### src/rtl/xed_burst_collector_pkg.sv
// Shared constants for the XED burst collector: geometry, FSM encodings and
// the lane-to-chip byte mapping helper.
package xed_burst_collector_pkg;

    localparam int NUM_CHIPS  = 8;
    localparam int CHIP_BYTES = 16;
    localparam int CRC_BEAT   = 16;

    // FSM state encodings
    localparam logic [1:0] ST_IDLE    = 2'd0;
    localparam logic [1:0] ST_COLLECT = 2'd1;
    localparam logic [1:0] ST_CRC     = 2'd2;

    // Lane c of a read-data beat carries the byte belonging to chip c
    function automatic logic [7:0] lane_byte(input logic [63:0] beat, input int c);
        return beat[8*c +: 8];
    endfunction

endpackage

### src/rtl/xed_lane_deser.sv
// One chip lane: collects CHIP_BYTES bytes MSB-first into a 128b word.
// The first shifted byte ends up in the top byte after a full burst.
module xed_lane_deser
    import xed_burst_collector_pkg::*;
(
    input  logic         clk,
    input  logic         rst,
    input  logic         clr,
    input  logic         shift_en,
    input  logic [7:0]   din,
    output logic [127:0] dout
);

    // Shift in one byte per accepted beat; clr restarts the word with din as byte 0
    always_ff @(posedge clk) begin
        if (rst) begin
            dout <= '0;
        end else if (shift_en) begin
            if (clr) begin
                dout <= {{(8*CHIP_BYTES-8){1'b0}}, din};
            end else begin
                dout <= {dout[8*CHIP_BYTES-9:0], din};
            end
        end
    end

endmodule

### src/rtl/xed_burst_collector.sv
// Frames one XED read burst (16 data beats + 1 CRC beat) from the PHY read bus
// and presents the per-chip parallel view to the decoder, one data_valid pulse
// per complete burst. Outputs hold until the next commit.
//
// Handshake: input side is valid-only (a beat is accepted in every cycle that
// beat_valid is high, there is no ready); output side is a one-cycle data_valid
// strobe with no backpressure, data held stable between strobes.
module xed_burst_collector
    import xed_burst_collector_pkg::*;
#(
    parameter int DATA_BEATS     = 16,
    parameter int TIMEOUT_CYCLES = 32,
    parameter int CNT_W          = 16
) (
    input  logic             clk,
    input  logic             rst,
    input  logic             beat_valid,
    input  logic             burst_start,
    input  logic [63:0]      beat_data,
    input  logic [7:0]       beat_par,
    output logic             data_valid,
    output logic [127:0]     chip0_data,
    output logic [127:0]     chip1_data,
    output logic [127:0]     chip2_data,
    output logic [127:0]     chip3_data,
    output logic [127:0]     chip4_data,
    output logic [127:0]     chip5_data,
    output logic [127:0]     chip6_data,
    output logic [127:0]     chip7_data,
    output logic [7:0]       chip0_crc,
    output logic [7:0]       chip1_crc,
    output logic [7:0]       chip2_crc,
    output logic [7:0]       chip3_crc,
    output logic [7:0]       chip4_crc,
    output logic [7:0]       chip5_crc,
    output logic [7:0]       chip6_crc,
    output logic [7:0]       chip7_crc,
    output logic [63:0]      xor_parity_group0,
    output logic [63:0]      xor_parity_group1,
    output logic [7:0]       xor_parity_crc,
    output logic             frame_error,
    output logic             busy,
    output logic [CNT_W-1:0] burst_count,
    output logic [1:0]       fsm_state
);

    localparam int IDLE_W = $clog2(TIMEOUT_CYCLES + 1);

    if (DATA_BEATS != 16) begin : g_bad_beats
        $error("xed_burst_collector: DATA_BEATS must be 16");
    end

    logic [1:0]        state;
    logic [3:0]        beat_cnt;
    logic [IDLE_W-1:0] idle_cnt;
    logic [127:0]      shadow_data [NUM_CHIPS];
    logic [127:0]      shadow_par;
    logic [127:0]      out_data    [NUM_CHIPS];
    logic [7:0]        out_crc     [NUM_CHIPS];
    logic              shift_en;
    logic              commit;

    // Data beats shift into the lanes on a burst start or while collecting
    assign shift_en = beat_valid && (burst_start || state == ST_COLLECT);
    // A CRC beat carrying burst_start is a restart, never a commit
    assign commit   = beat_valid && !burst_start && state == ST_CRC;

    for (genvar c = 0; c < NUM_CHIPS; c++) begin : g_chip
        xed_lane_deser u_lane (
            .clk      (clk),
            .rst      (rst),
            .clr      (burst_start),
            .shift_en (shift_en),
            .din      (lane_byte(beat_data, c)),
            .dout     (shadow_data[c])
        );
    end

    xed_lane_deser u_par_lane (
        .clk      (clk),
        .rst      (rst),
        .clr      (burst_start),
        .shift_en (shift_en),
        .din      (beat_par),
        .dout     (shadow_par)
    );

    // Burst framing FSM with beat/idle counters and error strobe
    always_ff @(posedge clk) begin
        if (rst) begin
            state       <= ST_IDLE;
            beat_cnt    <= '0;
            idle_cnt    <= '0;
            frame_error <= 1'b0;
        end else begin
            frame_error <= 1'b0;
            case (state)
                ST_COLLECT, ST_CRC: begin
                    if (beat_valid && burst_start) begin
                        frame_error <= 1'b1;
                        state       <= ST_COLLECT;
                        beat_cnt    <= 4'd1;
                        idle_cnt    <= '0;
                    end else if (beat_valid) begin
                        idle_cnt <= '0;
                        if (state == ST_CRC) begin
                            state <= ST_IDLE;
                        end else begin
                            beat_cnt <= beat_cnt + 4'd1;
                            if (beat_cnt == 4'(CRC_BEAT - 1)) begin
                                state <= ST_CRC;
                            end
                        end
                    end else if (idle_cnt == IDLE_W'(TIMEOUT_CYCLES - 1)) begin
                        frame_error <= 1'b1;
                        state       <= ST_IDLE;
                        idle_cnt    <= '0;
                    end else begin
                        idle_cnt <= idle_cnt + IDLE_W'(1);
                    end
                end
                default: begin
                    idle_cnt <= '0;
                    if (beat_valid && burst_start) begin
                        state    <= ST_COLLECT;
                        beat_cnt <= 4'd1;
                    end else if (beat_valid) begin
                        frame_error <= 1'b1;
                    end
                end
            endcase
        end
    end

    // Output registers load only on commit so the decoder sees stable data
    always_ff @(posedge clk) begin
        if (rst) begin
            for (int c = 0; c < NUM_CHIPS; c++) begin
                out_data[c] <= '0;
                out_crc[c]  <= '0;
            end
            xor_parity_group0 <= '0;
            xor_parity_group1 <= '0;
            xor_parity_crc    <= '0;
            burst_count       <= '0;
            data_valid        <= 1'b0;
        end else begin
            data_valid <= commit;
            if (commit) begin
                for (int c = 0; c < NUM_CHIPS; c++) begin
                    out_data[c] <= shadow_data[c];
                    out_crc[c]  <= lane_byte(beat_data, c);
                end
                xor_parity_group0 <= shadow_par[63:0];
                xor_parity_group1 <= shadow_par[127:64];
                xor_parity_crc    <= beat_par;
                burst_count       <= burst_count + CNT_W'(1);
            end
        end
    end

    assign busy      = (state != ST_IDLE);
    assign fsm_state = state;

    assign chip0_data = out_data[0];
    assign chip1_data = out_data[1];
    assign chip2_data = out_data[2];
    assign chip3_data = out_data[3];
    assign chip4_data = out_data[4];
    assign chip5_data = out_data[5];
    assign chip6_data = out_data[6];
    assign chip7_data = out_data[7];
    assign chip0_crc  = out_crc[0];
    assign chip1_crc  = out_crc[1];
    assign chip2_crc  = out_crc[2];
    assign chip3_crc  = out_crc[3];
    assign chip4_crc  = out_crc[4];
    assign chip5_crc  = out_crc[5];
    assign chip6_crc  = out_crc[6];
    assign chip7_crc  = out_crc[7];

endmodule
### config.mk
export PLATFORM = sky130hd
export DESIGN_NAME = xed_burst_collector
export DESIGN_NICKNAME = d
export VERILOG_FILES = /design/src/rtl/xed_burst_collector_pkg.sv /design/src/rtl/xed_lane_deser.sv /design/src/rtl/xed_burst_collector.sv
export SDC_FILE = /design/constraint.sdc
export NUM_CORES = 2
export LEC_CHECK = 0
export BUFFER_PORTS_ARGS = -buffer_cell sky130_fd_sc_hd__buf_4
export CELL_PAD_IN_SITES_DETAIL_PLACEMENT = 0
export CELL_PAD_IN_SITES_GLOBAL_PLACEMENT = 1
export CORE_AREA = 2 2 521 523
export CTS_BUF_LIST = sky130_fd_sc_hd__clkbuf_4
export DETAILED_ROUTE_END_ITERATION = 10
export DIE_AREA = 0 0 523 525
export PLACE_DENSITY = 0.63
export SETUP_SLACK_MARGIN = 0.1
export SLEW_MARGIN = 25
export SYNTH_ARGS = -nofsm -noshare
export SYNTH_HDL_FRONTEND = slang
export SYNTH_SLANG_ARGS = --single-unit
### constraint.sdc
create_clock -name clk -period 31 [get_ports clk]
set_input_delay 1.55 -clock clk [delete_from_list [all_inputs] [get_ports clk]]
set_output_delay 1.55 -clock clk [all_outputs]
set_load 0.05 [all_outputs]
# Yosys cells after proc, flatten, opt, wreduce, memory -nomap -nowiden
# Memory sizes are Yosys's and may differ from the RTL's.
# Cells that the tools add are included.
# W data, S select, Z words.
[classes] add_sub_neg=3 n_bitwise=17 div_mod_pow=0 eq_ne=6 n_shift=0 reduce_logical=14 n_lt_le_gt_ge=0 muxes=48 n_mul=0
[ops] op="$mux W128" n=17
[ops] op="$mux W8" n=8
[ops] op="$mux W4" n=5
[ops] op="$add A16 B1 Y16 const B" n=1
[ops] op="$or A1 B1 Y1" n=16
[ops] op="$mux W2" n=7
[ops] op="$mux W1" n=11
[ops] op="$add A6 B1 Y6 const B" n=1
[ops] op="$eq A6 B5 Y1 const B" n=1
[ops] op="$reduce_and A3 Y1" n=2
[ops] op="$reduce_bool A2 Y1" n=3
[ops] op="$reduce_or A5 Y1" n=1
[ops] op="$add A4 B1 Y4 const B" n=1
[ops] op="$eq A4 B4 Y1 const B" n=1
[ops] op="$logic_and A1 B1 Y1" n=4
[ops] op="$ne A4 B1 Y1 const B" n=1
[ops] op="$reduce_bool A3 Y1" n=1
[ops] op="$eq A2 B1 Y1 const B" n=1
[ops] op="$eq A2 B2 Y1 const B" n=1
[ops] op="$ne A2 B2 Y1 const B" n=1
[ops] op="$reduce_or A2 Y1" n=1
[ops] op="$logic_not A1 Y1" n=1
[ops] op="$logic_or A1 B1 Y1" n=1
[ops] op="$not A1 Y1" n=1
[word_totals] latchBits=0 register_bits=1318 elab_cells=108 memories=2 mem_bits_rw=1088 romBits=0
[mem_list] name="out_data" depth=8 word_bits=128 read_ports=8 rd_clocked_by_memory_dff=0 wr=8 line_no="xed_burst_collector.sv:58" rtl="logic [127:0] out_data [NUM_CHIPS];"
[mem_list] name="out_crc" depth=8 word_bits=8 read_ports=8 rd_clocked_by_memory_dff=0 wr=8 line_no="xed_burst_collector.sv:59" rtl="logic [7:0] out_crc [NUM_CHIPS];"

# Depth between registers and ports, before layout
[logic_depth] ltp_word=7 depth_mapped=9

# Modules after synthesis
# From an unflattened synthesis, not the netlist that was laid out.
[hier_totals] cells_unflattened=8088 area_unflattened_um2=98333.1
[by_module_without_submodules] mod="xed_lane_deser" cells_each=560 seq_area_each_um2=2562.5 instances=9 area_per_inst_um2=5810.6
[by_module_without_submodules] mod="xed_burst_collector" cells_each=3048 seq_area_each_um2=35994.5 instances=1 area_per_inst_um2=46037.9

# Least setup slack after synthesis
# Ideal clock, no wire load.
[synth_path] kind="input port to flip-flop" startpoint="input rst" endpoint="memory out_crc[0][0] (enable)" arrival_time_ns=28.009 setup_time_ns=1.662 path_stages=4 required_ns=29.338 n_path_buf=3 setup_slack_ns=1.329 cell_sequence="buf_2 -> clkbuf_1 -> clkbuf_1 -> nand2b_1"
[synth_lines] item="from (decl)" line_no="xed_burst_collector.sv:16" rtl="input logic rst,"
[synth_lines] item="to (decl)" line_no="xed_burst_collector.sv:59"

# Worst setup path after layout
[layout_path] startpoint="input rst" endpoint="register g_chip[2].u_lane.dout[49]"
[layout_lines] item="to (signal assigned)" line_no="xed_lane_deser.sv:20" rtl="dout <= {{(8*CHIP_BYTES-8){1'b0}}, din};"
[layout_lines] item="to (signal assigned)" line_no="xed_lane_deser.sv:22" rtl="dout <= {dout[8*CHIP_BYTES-9:0], din};"
[layout_lines] item="to (decl)" line_no="xed_lane_deser.sv:11" rtl="output logic [127:0] dout"
# No word-level cell between the ends.

==> run metrics <==
area grow syn2layout=25.7%; Final min period=7.32 ns; relative slew slack=25.5%; Syn Nets=7031; cell accounting for the most synthesized area=edfxtp_1; crit path launch=rst; syn_area_per_cell=12.0 um^2; post-CTS setup buffers=0; P_leak=42.3 nW; Critical Path Fanout Max=95; power density over cell area=64.6 nW/um^2; die area=275000 um^2; RR Startpoint=fsm_state[0]; synthesized flop and latch total=2406; Pre-Repair DR Iteration Count=6; largest net degree at the start of global routing=237; VDD IR-drop max=0.0304 mV; hold_sp=beat_data[43]; die width=523 um; uppermost routed layer=met5; Final Non-Filler Cells=12.6k; CP Launch Type=input pin; Warnings, synthesis=0; EDFF count, synth=1088; vias in the first global route=58.5k; library cells used by synthesis=42; Port Buffer Count=1320; Setup WS post-layout=23.68 ns; CP Capture Type=flop; count leader, synth=dfxtp_1; final hold violations=0; Cells after Synth=6949; register area=59100 um^2; max-cap check violation count=0; clk_skew=0.0984 ns; initial antenna violation count=12; final setup TNS=0 ns; WL met2=135000 um; Synth top cells by count=dfxtp_1, edfxtp_1, nor2_1; met1 WL=112000 um; main flop type after synthesis=dfxtp_1; TritonCTS clock tree=done; grt ovf=0; Yosys top cell area share=39.1%; top cells by area, synth=edfxtp_1, dfxtp_1, a22oi_1, and2_1, nor2_1; Die Ht=525 um; initial DRC count=4841; clock buffer depth=4; CTS sink cnt=2406; row count=191; period utilization=23.6%; sequential share of the synthesized area=70.7%; global-route wire length before repair=398000 um; post-cts sizing count=0; Num CTS Buffers=636; async set-reset flop share out of synthesis=0%; f_max=137 MHz; Detail Placement HPWL=186000 um; Placed Cells=11.4k; antenna-violating nets left=0; NumNets Final=8527; core area=269000 um^2; root buf cell=clkbuf_4; hold_ws=0.316 ns; mapped cell area=83600 um^2; Slew @ Worst Pin=1.12 ns; IO Count=1321; RSZ-0062 raised after global routing=false; Clk pin slew, worst setup/hold paths=0.06 ns; All-Layer GR Usage=19.3%; Vias=59.6k; gpl congestion=0.857; Post-CTS Hold Buffers=0; outcome=completed; Remaining DRCs=0; starting density of the core=31.0%; Slew Limit Fails=0; final setup violation count=0; Placement Setup Slack=22.13 ns; drt wl/cell=22.1 um; Arr. time, crit path=8.61 ns; share of cells above drive strength 1=27.6%; Worst Hold Class=input pin to flop; WS Path Type=input pin to flop; area of the multi-input gates=21300 um^2; WL met3=23300 um; H-Tree Depth=6; PnR Total Power=6.78 mW; fillers=26.5k; clk_lat worst skew=1.47 ns; WP data required=32.30 ns; Vias/cell=4.74; WL final=278000 um
==> layer usage <==
layer	up-vias	track usage [%]
met3	409	6.29
met1	29400	23.6
met5	-	0
li1	27600	-
met4	12	6.18
met2	2219	32.0
==> critical path, cell delays in order <==
cell	delay (ns)
buf_8	0.33
buf_4	0.70
buf_4	0.75
buf_4	0.74
buf_4	0.89
buf_4	0.82
buf_4	0.79
buf_4	0.68
buf_4	0.52
buf_16	0.30
nor2_1	0.08
==> cell type report <==
| cell class | instances | area share, % |
|---|---|---|
| flip-flops and latches | 2406 | 56.2 |
| repair buffers | 1386 | 10.1 |
| multi-input cells | 3784 | 20.3 |
| clock inverters | 156 | 0.991 |
| diodes | 10 | 0.0238 |
| well taps | 3570 | 4.25 |
| inverters | 231 | 0.826 |
| clock buffers | 1020 | 7.29 |
==> cell usage in the layout (no fill, tap or decap), types with 208 or more instances in the layout <==
cell type,synthesis,layout
a21oi_1,216,216
o22ai_1,208,208
buf_4,49,1365
inv_1,231,231
nand2_1,458,458
clkbuf_4,0,1020
dfxtp_1,1318,1318
and2_1,817,817
a22oi_1,840,840
edfxtp_1,1088,1088
nand2b_1,229,228
nor2_1,865,863
==> path summary, 6_finish.rpt <==
kind | cells past startpoint | endpoint | slack [ns]
setup / recovery | 11 | g_chip[2].u_lane.dout[49] | 23.68
hold / removal | 3 | g_chip[5].u_lane.dout[3] | 0.32
setup reg to reg | 9 | out_data[0][388] | 25.15
hold reg to reg | 2 | xor_parity_group0[57] | 0.43
==> report_power, final <==
group / total, mW / internal, mW / switching [mW]
combinational: 0.431 / 0.0906 / 0.341
sequential: 3.41 / 3.37 / 0.0418
clock: 2.94 / 1.57 / 1.37
total: 6.78 / 5.03 / 1.76
==> flip-flops by register name, summed over array words and instances, names as in the netlist <==
signal and flops:
out_crc 64, frame_error 1, out_data 1024, fsm_state 2, u_par_lane.dout 128, g_chip.u_lane.dout 1024, xor_parity_crc 8, xor_parity_group1 64
xor_parity_group0 64, idle_cnt 6, data_valid 1, burst_count 16, beat_cnt 4
==> cell families after synthesis <==
logic type	count (synthesis)	share of synthesized area, %
and+or+nand+nor	2452	14.4
DFF	2406	70.7
AOI/OAI and AO/OA	1307	10.7
buffers and inverters	759	3.95
xor gates and xnor gates	16	0.168
adders and majority gates	6	0.0898
muxes	3	0.0389
==> stage by stage <==
stage	area, um^2	utilization [%]
after floorplan	83600	-
after global placement	96200	35.7
after detailed placement	96200	35.7
after CTS	105000	38.9
after global routing	105000	39.0
final	105000	39.0
Note: power is estimated with default switching activity, not from simulation.
